## src/rtl/risc_v_pipe_pkg.sv

```systemverilog
// Shared definitions for the core's inter-stage pipeline registers.
// Holds the control-field layout and the default control/payload widths,
// which are derived from the architectural register and PC widths.
package risc_v_pipe_pkg;

   localparam int REG_WIDTH      = 32;
   localparam int REG_ADDR_WIDTH = 5;
   localparam int PC_WIDTH       = 32;
   localparam int OPCODE_WIDTH   = 7;
   // Immediate as carried between stages (sign extension happens in EX).
   localparam int IMM_WIDTH      = 16;

   // Control field layout (bit offsets / widths).
   localparam int CTRL_REG_WE      = 0;
   localparam int CTRL_ALU_SEL_LSB = 1;
   localparam int CTRL_ALU_SEL_W   = 3;
   localparam int CTRL_MEM_WE      = 4;
   localparam int CTRL_ASEL        = 5;
   localparam int CTRL_BSEL        = 6;
   localparam int CTRL_WB_SEL_LSB  = 7;
   localparam int CTRL_WB_SEL_W    = 2;
   localparam int CTRL_PC_SEL      = 9;
   localparam int CTRL_SPARE_LSB   = 10;
   localparam int CTRL_SPARE_W     = 2;

   localparam int DEF_CTRL_WIDTH = CTRL_SPARE_LSB + CTRL_SPARE_W;   // 12

   // pc_next + opcode + rs1/rs2/rd + two operands + immediate = 134
   localparam int DEF_DATA_WIDTH = PC_WIDTH + OPCODE_WIDTH + 3*REG_ADDR_WIDTH
                                 + 2*REG_WIDTH + IMM_WIDTH;

endpackage

```

## src/rtl/pipe_slot.sv

```systemverilog
// One register slot of the elastic pipe: valid, control and payload flops.
// Ports:
//   clk, reset_n      clock, async active-low reset
//   load              slot may take its upstream value this cycle
//   flush             kill stored entry (v,c cleared; payload kept)
//   d_en              payload write enable when loading
//   up_v, up_c, up_d  upstream valid / control / payload
//   v, c, d           stored valid / control / payload
module pipe_slot #(
   parameter int CTRL_WIDTH = 12,
   parameter int DATA_WIDTH = 134
) (
   input  logic                  clk,
   input  logic                  reset_n,
   input  logic                  load,
   input  logic                  flush,
   input  logic                  d_en,
   input  logic                  up_v,
   input  logic [CTRL_WIDTH-1:0] up_c,
   input  logic [DATA_WIDTH-1:0] up_d,
   output logic                  v,
   output logic [CTRL_WIDTH-1:0] c,
   output logic [DATA_WIDTH-1:0] d
);

   always_ff @(posedge clk or negedge reset_n) begin
      if (!reset_n) begin
         v <= 1'b0;
         c <= '0;
         d <= '0;
      end else if (flush) begin
         // Payload deliberately untouched: only v/c matter after a kill.
         v <= 1'b0;
         c <= '0;
      end else if (load) begin
         v <= up_v;
         c <= up_v ? up_c : '0;
         if (d_en) d <= up_d;
      end
   end

   // An empty slot must never present live control bits.
   a_empty_ctrl_zero: assert property (@(posedge clk) disable iff (!reset_n)
      !v |-> (c == '0));

endmodule

```

## src/rtl/elastic_pipe_reg.sv

```systemverilog
// Elastic inter-stage pipeline register (valid/ready) with bubble insertion
// and whole-pipe flush. STAGES slots in series; slot 0 is the input side.
// Ports:
//   clk, reset_n                       clock, async active-low reset
//   in_valid/in_ready/in_ctrl/in_data  upstream handshake and fields
//   ctr_sel                            0 = store control as zero (bubble)
//   flush                              kill every stored entry
//   out_valid/out_ready/out_ctrl/out_data  downstream handshake and fields
//   occupancy                          number of valid slots
module elastic_pipe_reg
   import risc_v_pipe_pkg::*;
#(
   parameter int CTRL_WIDTH = DEF_CTRL_WIDTH,
   parameter int DATA_WIDTH = DEF_DATA_WIDTH,
   parameter int STAGES     = 1,
   parameter int CNT_WIDTH  = 3
) (
   input  logic                  clk,
   input  logic                  reset_n,
   input  logic                  in_valid,
   output logic                  in_ready,
   input  logic [CTRL_WIDTH-1:0] in_ctrl,
   input  logic [DATA_WIDTH-1:0] in_data,
   input  logic                  ctr_sel,
   input  logic                  flush,
   output logic                  out_valid,
   input  logic                  out_ready,
   output logic [CTRL_WIDTH-1:0] out_ctrl,
   output logic [DATA_WIDTH-1:0] out_data,
   output logic [CNT_WIDTH-1:0]  occupancy
);

   logic [STAGES-1:0]                 v, rdy, up_v, d_en;
   logic [STAGES-1:0][CTRL_WIDTH-1:0] c, up_c;
   logic [STAGES-1:0][DATA_WIDTH-1:0] d, up_d;
   logic                              rdy_acc;
   logic                              accept, handoff;

   // Ready chain: a slot can load if it is empty or everything downstream
   // of it can move. Accumulated from the output side to avoid a
   // self-referencing vector.
   always_comb begin
      rdy_acc = out_ready;
      rdy     = '0;
      for (int i = STAGES-1; i >= 0; i--) begin
         rdy_acc = rdy_acc | ~v[i];
         rdy[i]  = rdy_acc;
      end
   end

   assign in_ready = rdy[0] & ~flush;

   for (genvar i = 0; i < STAGES; i++) begin : g_slot
      if (i == 0) begin : g_head
         assign up_v[i] = in_valid;
         assign up_c[i] = (in_valid & ctr_sel) ? in_ctrl : '0;
         assign up_d[i] = in_data;
         assign d_en[i] = in_valid;      // hold payload when nothing arrives
      end else begin : g_body
         assign up_v[i] = v[i-1];
         assign up_c[i] = c[i-1];
         assign up_d[i] = d[i-1];
         assign d_en[i] = 1'b1;
      end

      pipe_slot #(
         .CTRL_WIDTH (CTRL_WIDTH),
         .DATA_WIDTH (DATA_WIDTH)
      ) u_slot (
         .clk     (clk),
         .reset_n (reset_n),
         .load    (rdy[i]),
         .flush   (flush),
         .d_en    (d_en[i]),
         .up_v    (up_v[i]),
         .up_c    (up_c[i]),
         .up_d    (up_d[i]),
         .v       (v[i]),
         .c       (c[i]),
         .d       (d[i])
      );
   end

   assign out_valid = v[STAGES-1];
   assign out_ctrl  = c[STAGES-1];
   assign out_data  = d[STAGES-1];

   assign accept  = in_valid & in_ready;
   assign handoff = out_valid & out_ready;

   always_ff @(posedge clk or negedge reset_n) begin
      if (!reset_n)
         occupancy <= '0;
      else if (flush)
         occupancy <= '0;
      else
         occupancy <= occupancy + CNT_WIDTH'(accept) - CNT_WIDTH'(handoff);
   end

endmodule

```

## config.mk

```make
export PLATFORM = sky130hd
export DESIGN_NAME = elastic_pipe_reg
export DESIGN_NICKNAME = d
export VERILOG_FILES = /design/src/rtl/risc_v_pipe_pkg.sv /design/src/rtl/pipe_slot.sv /design/src/rtl/elastic_pipe_reg.sv
export SDC_FILE = /design/constraint.sdc
export NUM_CORES = 1
export LEC_CHECK = 0
export ABC_CLOCK_PERIOD_IN_PS = 6700
export BUFFER_PORTS_ARGS = -buffer_cell sky130_fd_sc_hd__buf_4
export CORE_MARGIN = 8
export CORE_UTILIZATION = 48
export DETAILED_ROUTE_END_ITERATION = 12
export GPL_TIMING_DRIVEN = 1
export HOLD_SLACK_MARGIN = 0.03
export PLACE_DENSITY = 0.95
export SLEW_MARGIN = 20
export SYNTH_ARGS = -nofsm -noshare
export SYNTH_HDL_FRONTEND = slang
export SYNTH_SLANG_ARGS = --single-unit
```

## constraint.sdc

```tcl
create_clock -name clk -period 6.7 [get_ports clk]
set_clock_uncertainty 0.1 [all_clocks]
set_input_delay 0.67 -clock clk [delete_from_list [all_inputs] [get_ports clk]]
set_output_delay 0.67 -clock clk [all_outputs]
set_load 0.01 [all_outputs]
```

# After elaboration in Yosys (flattened, before gate mapping)
# Index checks and enable logic that the tools add are counted.
# op_classes
add_sub_neg	2
n_mux	7
bitwise	7
reduce_logical	2
# op_table
operator	count
$mux 12	4
$and 1x1->1	4
$add 3x1->3	1
$mux 3	1
$reduce_and 3->1	1
$sub 3x1->3	1
$mux 1	2
$not 1->1	2
$reduce_bool 2->1	1
$or 1x1->1	1
# word_totals
ff_bits	150
elab_cells	22

# Longest topological paths before layout
# Gate-level depths: netlist (run 1).
# logic_depth
depth_word	7
ltp_mapped	13
ltp_nobuf	11

# By module
# Synthesis (run 1) repeated with hierarchy kept, for this count alone.
# unflattened
hier_cells	370
hier_area_um2	6045.8
# by_module_without_submodules
mod	instances	cells_per_inst	area_per_inst_um2	seq_area_each_um2
pipe_slot	1	340	5773.0	3678.5
elastic_pipe_reg	1	30	272.8	75.1

# Worst setup path after synthesis (run 1)
# OpenSTA, ideal clock, no wires.
# synth_timing
kind	input-to-reg
startpoint	input port out_ready
endpoint	register occupancy[2]
setup_ns	0.119
arrival_time_ns	2.482
path_slack_ns	3.999
stages	13
path_buffers	2
path_cell_list	nor2b_4 > nor3b_4 > buf_4 > buf_2 > inv_1 > ha_1 > inv_1 > ha_1 > inv_1 > fa_1 > xor2_1 > xnor2_1 > nor2_1
# synth_via
elab_chain_len	6
word_cells_on_any_way	7
classes_between	add/sub: 2; mux: 1; bitwise: 4
# synth_rtl
item	line_no	text
from (decl)	elastic_pipe_reg.sv:27	input logic out_ready,
$or 1x1->1	elastic_pipe_reg.sv:46	rdy_acc = rdy_acc | ~v[i];
$and 1x1->1	elastic_pipe_reg.sv:51	assign in_ready = rdy[0] & ~flush;
$and 1x1->1	elastic_pipe_reg.sv:88	assign accept = in_valid & in_ready;
$add 3x1->3	elastic_pipe_reg.sv:97	occupancy <= occupancy + CNT_WIDTH'(accept) - CNT_WIDTH'(handoff);
$sub 3x1->3 *	elastic_pipe_reg.sv:97	
$mux 3 *	elastic_pipe_reg.sv:94	else if (flush)
to (signal assigned)	elastic_pipe_reg.sv:97	
to (decl)	elastic_pipe_reg.sv:30	output logic [CNT_WIDTH-1:0] occupancy
# Mark *: on every way between the ends. The rest lies on a longest branch, timed or not.
# A chain may end at the register's enable or synchronous reset.

# Worst setup path in the final report (run 1)
# layout_timing
startpoint	register g_slot[0].u_slot.v
endpoint	register g_slot[0].u_slot.d[10]
# layout_via
elab_chain_len	3
# layout_rtl
item	line_no	text
from (decl)	pipe_slot.sv:21	output logic v,
from (signal assigned)	pipe_slot.sv:36	v <= up_v;
$not 1->1	elastic_pipe_reg.sv:46	
$or 1x1->1	elastic_pipe_reg.sv:46	
$reduce_and 3->1 (no source line)	--	
to (signal assigned)	pipe_slot.sv:38	if (d_en) d <= up_d;
to (decl)	pipe_slot.sv:23	output logic [DATA_WIDTH-1:0] d
# Every way passes these cells.

==> results of run 1 <==
worst min-delay path by stage:
stage	depth (start not counted)	slack, ps	start	endpoint
after detailed placement	1	380	g_slot[0].u_slot.c[7]	g_slot[0].u_slot.c[7]
after global routing	1	230	reset_n	g_slot[0].u_slot.d[119]
after floorplan	0	270	reset_n	g_slot[0].u_slot.c[0]
after CTS	1	200	reset_n	g_slot[0].u_slot.d[119]
after global placement	1	380	g_slot[0].u_slot.c[10]	g_slot[0].u_slot.c[10]
final	1	180	reset_n	g_slot[0].u_slot.d[119]
registers in the layout (all words and copies together) (netlist names):
register and flops:
g_slot.u_slot.c 12, g_slot.u_slot.d 134, g_slot.u_slot.v 1, occupancy 3
layout make-up:
| cell class | count | area [um2] |
|---|---|---|
| clock inverters | 10 | 152.6 |
| well taps | 143 | 178.9 |
| inverters | 3 | 11.26 |
| flip-flops and latches | 150 | 3754 |
| repair buffers | 305 | 2293 |
| fillers | 688 | 2856 |
| clock buffers | 21 | 460.4 |
| multi-input cells | 160 | 1760 |
power breakdown:
| group | total (mW) | internal (mW) | switching [mW] |
|---|---|---|---|
| logic | 0.614 | 0.360 | 0.254 |
| clock network | 0.989 | 0.637 | 0.351 |
| registers | 1.14 | 1.05 | 0.0855 |
through the flow:
| stage | cells | worst slack, ps | instance area (um2) | utilization |
|---|---|---|---|---|
| after global routing | 792 | 3508 | 8611 | 0.7509 |
| after CTS | 792 | 3696 | 8611 | 0.7509 |
| after floorplan | 331 | 3999 | 5683 | - |
| final | 792 | 3652 | 8611 | 0.7509 |
| after global placement | 761 | 3492 | 7998 | 0.6974 |
| after detailed placement | 761 | 3412 | 7998 | 0.6974 |
Yosys cell counts:
master                     count
sky130_fd_sc_hd__and2_1        1
sky130_fd_sc_hd__buf_2         3
sky130_fd_sc_hd__clkbuf_1      2
sky130_fd_sc_hd__nor2b_4       1
sky130_fd_sc_hd__xor2_1        1
sky130_fd_sc_hd__fa_1          1
sky130_fd_sc_hd__a32o_1       12
sky130_fd_sc_hd__inv_1         3
sky130_fd_sc_hd__nor2b_1       2
sky130_fd_sc_hd__nor2_1        3
sky130_fd_sc_hd__buf_4         3
sky130_fd_sc_hd__buf_6        10
sky130_fd_sc_hd__xnor2_1       1
sky130_fd_sc_hd__or2_2         1
sky130_fd_sc_hd__nor3b_4       1
sky130_fd_sc_hd__ha_1          2
sky130_fd_sc_hd__dfrtp_1     150
sky130_fd_sc_hd__mux2_2      134
worst max-delay path, stage by stage, from the launching register on:
cell,delay (ps)
sky130_fd_sc_hd__dfrtp_1,410
sky130_fd_sc_hd__nor2b_4,150
sky130_fd_sc_hd__nor3b_4,180
sky130_fd_sc_hd__buf_4,700
sky130_fd_sc_hd__buf_4,830
sky130_fd_sc_hd__mux2_2,430
cells by family after synthesis:
family | after synthesis | share of synthesized area
fa+ha+maj | 3 | 0.007925
simple gates | 9 | 0.01211
compound gates | 12 | 0.02114
xor+xnor | 2 | 0.003083
flops | 150 | 0.6605
buf+inv | 21 | 0.02972
mux | 134 | 0.2655
metal layers:
metal,global-route usage,wire length (um),vias up
li1,-,-,1797
met1,0.2104,5780,2023
met2,0.3904,9269,209
met3,0.1038,1672,30
met4,0.09874,416,0
met5,0,0,-
==> results.json, run 1 <==
{
  "final-setup-viol-count": 0,
  "synth.net_count": 486,
  "die_w_um": 124.8,
  "rr_startpoint": "g_slot[0].u_slot.v",
  "drive_gt1_frac": 0.7257,
  "detailedPlacementHpwl_mm": 12.89,
  "total_power_mw": 2.743,
  "grt_usage": 0.2193,
  "vdd_ir_drop_max_v": 0.0002394,
  "cts_sinks": 150,
  "endpoint_kind": "flop",
  "worst_ep_arrival_time_ps": 3240,
  "grt_overflow_total": 0,
  "worst_r2r_path_depth": 5,
  "finalHoldViolations": 0,
  "floorplan.initialDensity": 0.4956,
  "first_global_vias": 4701,
  "yosysWarnings": 0,
  "nets": 792,
  "dieArea_um2": 15580,
  "min_period_ps": 3048,
  "postRouteAntennaNets": 0,
  "cts.root.buffer_cell": "sky130_fd_sc_hd__clkbuf_16",
  "first_pass_grt_wire_length_mm": 26.43,
  "total_leakage_power_nw": 4.173,
  "setup.worst_path.class": "reg2reg",
  "clock.fmax_ghz": 0.3281,
  "status": "complete, no violations",
  "crit_start": "g_slot[0].u_slot.v",
  "routedWlPerCell_um": 21.64,
  "place_congestion": 0.7985,
  "pin_count_of_the_biggest_net_entering_global_routing": 81,
  "route.vias.total": 4059,
  "numCtsBuffers": 17,
  "cts_max_level": 4,
  "timing.critical_path.from_type": "flop",
  "final_common_cell": "sky130_fd_sc_hd__buf_4",
  "syn_area_um2": 5683,
  "post_synth_inst_count": 331,
  "hold_buffers": 0,
  "antenna_cells": 0,
  "rsz0062_at_grt": "no",
  "synth.lib_cells_used.distinct": 18,
  "synth-seq-area-share": 0.6605,
  "pre_repair_dr_iteration_count": 5,
  "insertion_delay_ps": 410,
  "flow.area_growth_from_synthesis_pct": 51.52,
  "cp-endpoint": "g_slot[0].u_slot.d[10]",
  "post_cts_resized": 0,
  "power-per-cell-area_nw_per_um2": 318.6,
  "totalWireLength_mm": 17.14,
  "io_buffers": 302,
  "worstPathRequired_ps": 6890,
  "synthesis.area_per_instance_um2": 17.17,
  "detail_route.vias_per_cell": 5.125,
  "fp.dieH_um": 124.8,
  "setup.reg_to_reg.worst_slack_ps": 3650,
  "netlist_top_cells_area": "sky130_fd_sc_hd__dfrtp_1 (66%), sky130_fd_sc_hd__mux2_2 (27%), sky130_fd_sc_hd__a32o_1 (2.1%)",
  "layout.cells.most_common_list": "sky130_fd_sc_hd__buf_4 (304), sky130_fd_sc_hd__dfrtp_1 (150), sky130_fd_sc_hd__mux2_2 (134)",
  "hold_class": "in2async",
  "cts_post_setup_buffers_inserted": 0,
  "antenna_found_initial": 0,
  "worst_max_slew_pin_slew_ps": 919.7,
  "yosys_register_bits": 150,
  "io_pins": 303,
  "holdWs_ps": 182.9,
  "period_share": 0.4549,
  "design.core.area_um2": 11470,
  "ctsLongestPathBuffers": 2,
  "synth.top_cell.area_share": 0.6605,
  "drc_errors": 0,
  "synth_top_cell_by_area": "sky130_fd_sc_hd__dfrtp_1",
  "regToRegEndpoint": "g_slot[0].u_slot.d[10]",
  "finalMaxSlewViolations": 0,
  "timing.slew.headroom": 0.3868,
  "timing.max_cap.violations": 0,
  "cp_max_fo": 74,
  "num_rows": 39,
  "clk_pin_slew_ps": 60,
  "fin_tns_setup_ps": 0,
  "clock_tree_from_tritoncts": "built",
  "detail_route.iter0.violations": 190
}
Note: power is estimated with default switching activity, not from simulation.
==> inputs of run 2 (changes only) <==
- ABC_CLOCK_PERIOD_IN_PS: 6700 -> 2900
- CORE_UTILIZATION: 48 -> 45
- PLACE_DENSITY: 0.95 -> 0.91
- clock period: 6.7 -> 2.9 ns (I/O delays scaled with it)
==> run 2 against run 1 <==
Core utilization rose by 6.2 points. Setup slack worse by 3100 ps. Global-route usage up 4.4 points. Sequential share of layout area shrank 6.6 points. Register-to-register slack lost 3100 ps. Final cell count grew 23%. Sequential power grew 130%. Critical endpoint is now occupancy[2]. Sequential cell count did not move. Critical path depth grew 7. Combinational power rose to 2.7 times the previous value. Critical path type is now in2reg. First-iteration DRC count up 43%.
==> results.json, run 2 (synthesized netlist as in run 1, its figures left out) <==
{
  "status": "complete, no violations",
  "worst_max_slew_pin_slew_ps": 966.6,
  "nets": 937,
  "place_congestion": 0.7775,
  "timing.slew.headroom": 0.3543,
  "min_period_ps": 2394,
  "io_pins": 303,
  "total_leakage_power_nw": 4.776,
  "pre_repair_dr_iteration_count": 4,
  "period_share": 0.8255,
  "dieArea_um2": 16480,
  "worstPathRequired_ps": 3100,
  "timing.max_cap.violations": 0,
  "ctsLongestPathBuffers": 2,
  "detail_route.vias_per_cell": 4.880,
  "drive_gt1_frac": 0.5950,
  "worst_ep_arrival_time_ps": 2590,
  "final-setup-viol-count": 0,
  "timing.critical_path.from_type": "input port",
  "endpoint_kind": "flop",
  "largest-register": "g_slot.u_slot.d",
  "layout_top_registers": "g_slot.u_slot.d: 134 flops, g_slot.u_slot.c: 12 flops, occupancy: 3 flops",
  "insertion_delay_ps": 410,
  "cts_max_level": 4,
  "vdd_ir_drop_max_v": 0.0004589,
  "grt_usage": 0.2630,
  "floorplan.initialDensity": 0.4559,
  "clk_pin_slew_ps": 60,
  "drc_errors": 0,
  "grt_overflow_total": 0,
  "totalWireLength_mm": 21.68,
  "setup.worst_path.class": "in2reg",
  "die_w_um": 128.4,
  "cts_sinks": 150,
  "design.core.area_um2": 12470,
  "num_rows": 41,
  "power-per-cell-area_nw_per_um2": 650.7,
  "cts.root.buffer_cell": "sky130_fd_sc_hd__clkbuf_16",
  "routedWlPerCell_um": 22.33,
  "final_common_cell": "sky130_fd_sc_hd__buf_4",
  "hold_class": "in2reg",
  "clock_tree_from_tritoncts": "built",
  "layout.cells.most_common_list": "sky130_fd_sc_hd__buf_4 (302), sky130_fd_sc_hd__dfrtp_1 (150), sky130_fd_sc_hd__dlygate4sd3_1 (145)",
  "numCtsBuffers": 17,
  "route.vias.total": 4738,
  "fp.dieH_um": 128.4,
  "flow.area_growth_from_synthesis_pct": 78.40,
  "clock.fmax_ghz": 0.4177,
  "largest_register_ffs": 134,
  "io_buffers": 302,
  "antenna_found_initial": 4,
  "postRouteAntennaNets": 0,
  "cp_max_fo": 6,
  "pin_count_of_the_biggest_net_entering_global_routing": 148,
  "fin_tns_setup_ps": 0,
  "cts_post_setup_buffers_inserted": 0,
  "first_pass_grt_wire_length_mm": 32.80,
  "rsz0062_at_grt": "no",
  "first_global_vias": 5694,
  "detailedPlacementHpwl_mm": 12.55,
  "detail_route.iter0.violations": 272,
  "post_cts_resized": 0,
  "finalMaxSlewViolations": 0,
  "finalHoldViolations": 0,
  "finish.utilization": 0.8133,
  "fillCellCount": 617
}
==> run 2: cell types whose count changed in the layout (fill, tap and decap cells not counted), sizes merged <==
cell	delta
clkinv	-2
inv	+1
clkinvlp	+3
diode	+4
dlygate4sd3	+145
bufinv	-1
==> run 2: power breakdown <==
| group | total (mW) | switching [mW] | internal, mW |
|---|---|---|---|
| logic | 1.64 | 0.673 | 0.966 |
| clock network | 2.29 | 0.865 | 1.42 |
| registers | 2.67 | 0.231 | 2.44 |
| total | 6.60 | 1.77 | 4.83 |
==> run 2: worst paths after layout <==
kind                                       startpoint                      end  slack (ps)  cells after the start
worst max-delay path                            flush             occupancy[2]         510                     12
worst min-delay path                      in_ctrl[10]   g_slot[0].u_slot.c[10]          50                      2
worst max register to register     g_slot[0].u_slot.v             occupancy[2]         600                     11
worst min register to register  g_slot[0].u_slot.c[9]    g_slot[0].u_slot.c[9]         390                      1
max in group asynchronous                     reset_n  g_slot[0].u_slot.d[105]        1540                      3
min in group asynchronous                     reset_n   g_slot[0].u_slot.d[37]         360                      2
==> run 2: critical path, cell delays in order <==
cell,delay (ps)
sky130_fd_sc_hd__dlygate4sd3_1,550
sky130_fd_sc_hd__buf_4,170
sky130_fd_sc_hd__nor3b_4,250
sky130_fd_sc_hd__inv_1,70
sky130_fd_sc_hd__ha_1,270
sky130_fd_sc_hd__inv_1,50
sky130_fd_sc_hd__ha_1,130
sky130_fd_sc_hd__inv_1,50
sky130_fd_sc_hd__fa_1,380
sky130_fd_sc_hd__xor2_1,180
sky130_fd_sc_hd__xnor2_1,140
sky130_fd_sc_hd__nor2_1,60
==> run 2: final cells by class <==
class	count	area (um2)	area share
clock inverters	11	147.6	0.01456
diodes	4	10.01	0.0009873
well taps	172	215.2	0.02123
multi-input cells	160	1760	0.1736
inverters	3	11.26	0.001111
flip-flops and latches	150	3754	0.3702
repair buffers	450	3770	0.3718
clock buffers	21	470.5	0.04640
==> run 2: through the flow <==
step / hold WS (ps) / cells / setup WS, ps / power [mW] / cell area [um2]
final: 52.17 / 971 / 505.9 / 6.597 / 10140
after detailed placement: 249.5 / 790 / 583.3 / 4.100 / 8059
after global placement: 237.4 / 790 / 689.9 / 4.026 / 8059
after global routing: 49.17 / 971 / 377.6 / 6.853 / 10140
after CTS: 30.37 / 966 / 509.0 / 6.548 / 10120
after floorplan: -105.6 / 331 / 350.3 / 3.208 / 5683
==> run 2: timing repair <==
item,CTS,global route
hold buffers,144,1
setup endpoints to repair,0,0
endpoints found under the hold margin,216,1
==> run 2: metal layers <==
metal / vias to the layer above / part of all wire / wire, um / track usage
met5: - / 0 / 0 / 0
met4: 0 / 0.044 / 953 / 0.1490
met3: 68 / 0.093 / 2025 / 0.09681
met2: 243 / 0.54 / 11780 / 0.4766
met1: 2336 / 0.32 / 6921 / 0.2525
li1: 2091 / - / - / -
